File: src/rtl/pipeline_hazard_ctrl.sv
// Stall/flush sequencer for the five-stage LEGv8 pipeline: load-use bubbles,
// MEM-resolved branch squashes, data-memory wait freeze and timeout fault.
// Optional performance counters are built only when PIPE_PERF_CNT_EN is defined.
module pipeline_hazard_ctrl #(
    parameter int unsigned MAX_WAIT = 16,
    parameter int unsigned WAIT_W   = 8
) (
    input  logic        CLOCK,
    input  logic        RESET_N,
    input  logic [4:0]  id_rs1,
    input  logic [4:0]  id_rs2,
    input  logic        id_uses_rs2,
    input  logic        ex_memRead,
    input  logic [4:0]  ex_write_reg,
    input  logic        mem_branch_taken,
    input  logic        mem_access,
    input  logic        dmem_ready,
    output logic        pc_en,
    output logic        pc_sel,
    output logic        ifid_en,
    output logic        idex_en,
    output logic        exmem_en,
    output logic        memwb_en,
    output logic        ifid_flush,
    output logic        idex_flush,
    output logic        exmem_flush,
    output logic        dmem_req,
    output logic        mem_timeout,
    output logic [31:0] stall_cycles,
    output logic [31:0] flush_events
);

    typedef enum logic [1:0] {RUN, MEM_WAIT, FAULT} state_t;

    state_t            state_q, state_d;
    logic [WAIT_W-1:0] wait_cnt_q, wait_cnt_d;
    logic              mem_timeout_q, mem_timeout_d;
    logic              lu;
    logic              mem_stall;

    assign lu = ex_memRead && (ex_write_reg != 5'd31) &&
                ((ex_write_reg == id_rs1) || (id_uses_rs2 && (ex_write_reg == id_rs2)));

    always_comb begin
        state_d       = state_q;
        wait_cnt_d    = wait_cnt_q;
        mem_timeout_d = mem_timeout_q;
        mem_stall     = 1'b0;
        pc_en         = 1'b0;
        pc_sel        = 1'b0;
        ifid_en       = 1'b0;
        idex_en       = 1'b0;
        exmem_en      = 1'b0;
        memwb_en      = 1'b0;
        ifid_flush    = 1'b0;
        idex_flush    = 1'b0;
        exmem_flush   = 1'b0;
        dmem_req      = 1'b0;

        if (!RESET_N) begin
            // Flush every stage with NOPs while the PC is held.
            ifid_en       = 1'b1;
            idex_en       = 1'b1;
            exmem_en      = 1'b1;
            memwb_en      = 1'b1;
            ifid_flush    = 1'b1;
            idex_flush    = 1'b1;
            exmem_flush   = 1'b1;
            state_d       = RUN;
            wait_cnt_d    = '0;
            mem_timeout_d = 1'b0;
        end else begin
            unique case (state_q)
                RUN: begin
                    dmem_req  = mem_access;
                    mem_stall = mem_access && !dmem_ready;
                    if (mem_stall) begin
                        state_d    = MEM_WAIT;
                        wait_cnt_d = WAIT_W'(1);
                    end
                end
                MEM_WAIT: begin
                    dmem_req  = mem_access;
                    mem_stall = !dmem_ready;
                    if (mem_stall) begin
                        if (wait_cnt_q == WAIT_W'(MAX_WAIT)) begin
                            state_d       = FAULT;
                            mem_timeout_d = 1'b1;
                        end else begin
                            wait_cnt_d = wait_cnt_q + WAIT_W'(1);
                        end
                    end else begin
                        state_d    = RUN;
                        wait_cnt_d = '0;
                    end
                end
                FAULT: begin
                    state_d = FAULT;
                end
                default: begin
                    state_d = RUN;
                end
            endcase

            // A completing access (RUN or MEM_WAIT) takes the normal hazard decision.
            if ((state_q != FAULT) && !mem_stall) begin
                if (mem_branch_taken) begin
                    pc_en       = 1'b1;
                    pc_sel      = 1'b1;
                    ifid_en     = 1'b1;
                    idex_en     = 1'b1;
                    exmem_en    = 1'b1;
                    memwb_en    = 1'b1;
                    ifid_flush  = 1'b1;
                    idex_flush  = 1'b1;
                    exmem_flush = 1'b1;
                end else if (lu) begin
                    idex_en     = 1'b1;
                    idex_flush  = 1'b1;
                    exmem_en    = 1'b1;
                    memwb_en    = 1'b1;
                end else begin
                    pc_en       = 1'b1;
                    ifid_en     = 1'b1;
                    idex_en     = 1'b1;
                    exmem_en    = 1'b1;
                    memwb_en    = 1'b1;
                end
            end
        end
    end

    always_ff @(negedge CLOCK) begin
        state_q       <= state_d;
        wait_cnt_q    <= wait_cnt_d;
        mem_timeout_q <= mem_timeout_d;
    end

    assign mem_timeout = mem_timeout_q;

`ifdef PIPE_PERF_CNT_EN
    logic [31:0] stall_cycles_q, stall_cycles_d;
    logic [31:0] flush_events_q, flush_events_d;

    // pc_sel is high exactly on a taken-branch squash.
    always_comb begin
        stall_cycles_d = stall_cycles_q;
        flush_events_d = flush_events_q;
        if (!RESET_N) begin
            stall_cycles_d = '0;
            flush_events_d = '0;
        end else begin
            if ((state_q != FAULT) && !pc_en && (stall_cycles_q != '1))
                stall_cycles_d = stall_cycles_q + 32'd1;
            if (pc_sel && (flush_events_q != '1))
                flush_events_d = flush_events_q + 32'd1;
        end
    end

    always_ff @(negedge CLOCK) begin
        stall_cycles_q <= stall_cycles_d;
        flush_events_q <= flush_events_d;
    end

    assign stall_cycles = stall_cycles_q;
    assign flush_events = flush_events_q;
`else
    assign stall_cycles = '0;
    assign flush_events = '0;
`endif

endmodule

File: config.mk
export PLATFORM = sky130hd
export DESIGN_NAME = pipeline_hazard_ctrl
export DESIGN_NICKNAME = d
export VERILOG_FILES = /design/src/rtl/pipeline_hazard_ctrl.sv
export SDC_FILE = /design/constraint.sdc
export NUM_CORES = 1
export LEC_CHECK = 0
export BUFFER_PORTS_ARGS = -buffer_cell sky130_fd_sc_hd__buf_2
export CAP_MARGIN = 20
export CORE_ASPECT_RATIO = 0.8
export CORE_UTILIZATION = 39
export CTS_BUF_LIST = sky130_fd_sc_hd__clkbuf_4
export CTS_CLUSTER_SIZE = 28
export DETAILED_ROUTE_END_ITERATION = 10
export MAX_ROUTING_LAYER = met4
export PLACE_DENSITY_LB_ADDON = 0.12
export SLEW_MARGIN = 20
export SYNTH_ARGS = -nofsm -noshare
export SYNTH_HDL_FRONTEND = slang
export SYNTH_SLANG_ARGS = --single-unit
File: constraint.sdc
create_clock -name CLOCK -period 4.4 [get_ports CLOCK]
set_input_delay 0 -clock CLOCK [delete_from_list [all_inputs] [get_ports CLOCK]]
set_output_delay 0 -clock CLOCK [all_outputs]
set_load 0.01 [all_outputs]
==> summary.txt <==
Floorplanning
  – Starting Density: 0.415
  – Row Count: 18
  – Die W: approximately 67 um
  – Ports: a little under 100
  – Die Area: 0.00357 mm2
  – Core Region: approximately 0.0031 mm2
  – Die height: 53.6 um

Global routing
  – Vias in the first global route: 796
  – GRT Resource Usage Total: 0.134
  – Initial antenna violation count: 0
  – First-pass GRT wire length: approximately 3.4 mm
  – Largest net degree at the start of global routing: 12
  – Gr ovfl total: 0

Yosys
  – Synth area leader: buf_4
  – Sequential share of the synthesized area: 0.170
  – Syn avg cell area: between 7 and 8 um2
  – Post-synth cell types: 36
  – Cell area after synthesis: 0.00130 mm2
  – Register bit total from synthesis: 11
  – Synth warn: 0
  – Post-synth EDFFs: 0
  – Asr flop ratio synth: 0
  – Synth top area cells: buf_4 39%, dfxtp_1 17%, xnor2_1 7.4%
  – Most used DFF post-synth: dfxtp_1
  – Top-area cell type share of the netlist area: 0.387
  – Synth Instances: ~170

Clock network
  – Setup Buffers After CTS: 0
  – Clock sink count: 11
  – CTS Buf Count: 3
  – TritonCTS clock tree: built
  – Clk Latency, worst-skew pair: approximately 0.34 ns
  – Resize count post-CTS: 0
  – Root Buffer: clkbuf_4
  – Clk buf depth: 2
  – Clk slew on worst S/H paths: approximately 0.030 ns
  – Hold buffers post-CTS: 0
  – CTS H-tree lvls: 1

Route
  – WL final: 2.21 mm
  – Detailed-route DRC error count: 0
  – Initial DRC Count: 17
  – Drt pass-1 iters: 4
  – Drt via density: 4.23
  – Via count: about 1000
  – Remaining antenna violation count after routing: 0
  – Routed WL per cell: roughly 9.0 um

Placed design
  – Dpl cells: around 230
  – Routability cong.: around 0.8
  – Number of port buffers: 32
  – Dpl ws: between 0.7 and 0.8 ns
  – Post-DP HPWL: about 1.8 mm

Worst setup path
  – Crit start category: flip-flop
  – Max Fanout on Critical Path: 7
  – Critical path arrival: 3.93 ns
  – CP Class: reg2out
  – Critical Path Sink Type: output port
  – Worst setup startpoint: state_q[0]
  – CP Data Required Time: 4.40 ns
  – RR Startpoint: wait_cnt_q[0]

Worst hold path
  – Min-Delay Path Class: in2out
  – Worst Hold Launch: mem_branch_taken

Power and ir drop
  – Peak supply drop: 0.100 mV
  – Total power: around 280 uW
  – LEAKAGE: around 0.67 nW
  – PD cells: roughly 220 mW/mm2

Outcome
  – Status: finished clean

Cells and area
  – Most frequent cells in the layout: 64 x conb_1, 32 x buf_2, 20 x inv_1, 11 x xnor2_1, 11 x dfxtp_1
  – Fin nets: between 200 and 250
  – Fill cells: 330
  – Area grow syn2layout: 0.289%
  – Antenna cells: 0
  – Commonest non-fill, non-tap cell in the layout: conb_1
  – Non-filler cells, final: roughly 250
  – Layout cells sized above 1: 0.188

STA
  – Max-slew violations: 0
  – Hold_ws: roughly 0.35 ns
  – Final setup vio count: 0
  – Final Hold Violating Endpoints: 0
  – Rel. slew slack: 0.531
  – RSZ-0062 raised after global routing: no
  – Slew @ Worst Pin: slightly below 0.7 ns
  – Final WS setup: between 0.4 and 0.5 ns
  – Clock skew: 0.0121 ns
  – Setup TNS: 0 ns

Job
  – Max Cap Viol: 0
-- flip-flops by register name, indices dropped and copies added (netlist names) --
signal	cells
state_q	2
mem_timeout	1
wait_cnt_q	8
-- cell families (layout without fill, tap and decap cells) --
kind of cell,Yosys count,after routing,share of synthesized area
multiplexers,1,1,0.00771
flip-flops,11,11,0.170
buffers and inverters,77,55,0.416
AO/OA/AOI/OAI,26,26,0.143
adder cells (fa/ha/maj),2,2,0.0193
other,1,64,0.00289
XOR/XNOR,12,12,0.0809
AND/OR/NAND/NOR,36,36,0.161
-- per-layer routing --
layer	vias up	share of wire	global-route usage
li1	518	-	-
met1	471	0.42	0.172
met2	53	0.50	0.184
met3	2	0.067	0.0487
met4	0	0.0086	0.0674
met5	-	0	-
-- layout make-up --
type / count / area, um2 / share of cell area
flip-flops and latches: 11 / 220 / 0.169
clock inverters: 12 / 45.0 / 0.0346
clock buffers: 3 / 22.5 / 0.0173
multi-input cells: 141 / 774 / 0.595
repair buffers: 32 / 160 / 0.123
well taps: 40 / 50.0 / 0.0384
inverters: 8 / 30.0 / 0.0231
-- where the power goes --
part / switching [mW] / internal [mW]
Combinational: 0.0516 / 0.0254
Clock: 0.0573 / 0.0459
Sequential: 0.00197 / 0.102
Total: 0.111 / 0.173
-- path summary, 6_finish.rpt --
kind | slack (ns) | end | depth (start not counted)
max | 0.47 | ifid_en | 5
max reg2reg | 2.79 | wait_cnt_q[2] | 6
min reg2reg | 0.45 | mem_timeout | 1
min | 0.35 | ifid_flush | 4
-- Yosys cell counts (all sizes together), types with 2 or more instances --
| master | instances |
|---|---|
| or4 | 4 |
| a21oi | 8 |
| inv | 9 |
| ha | 2 |
| and4 | 2 |
| xnor2 | 11 |
| nand4 | 2 |
| o21a | 2 |
| buf | 67 |
| and3 | 2 |
| dfxtp | 11 |
| nand3 | 3 |
| nand2 | 10 |
| nor2b | 2 |
| o31ai | 4 |
| nor2 | 5 |
| o21ai | 5 |
-- metrics by stage --
stage / instance area (um2) / util
final: 1300 / 0.416
after global routing: 1300 / 0.416
after CTS: 1300 / 0.416
after detailed placement: 1240 / 0.396
after global placement: 1240 / 0.396
after floorplan: 1540 / -
-- worst max-delay path, cell delays in order (launching register included) --
cell and delay (ns):
dfxtp_1 0.38, or2_2 0.34, a21oi_1 0.29, nor2_1 0.09, a31oi_1 0.15, buf_2 0.15
Power figures use the tool's default switching activity.
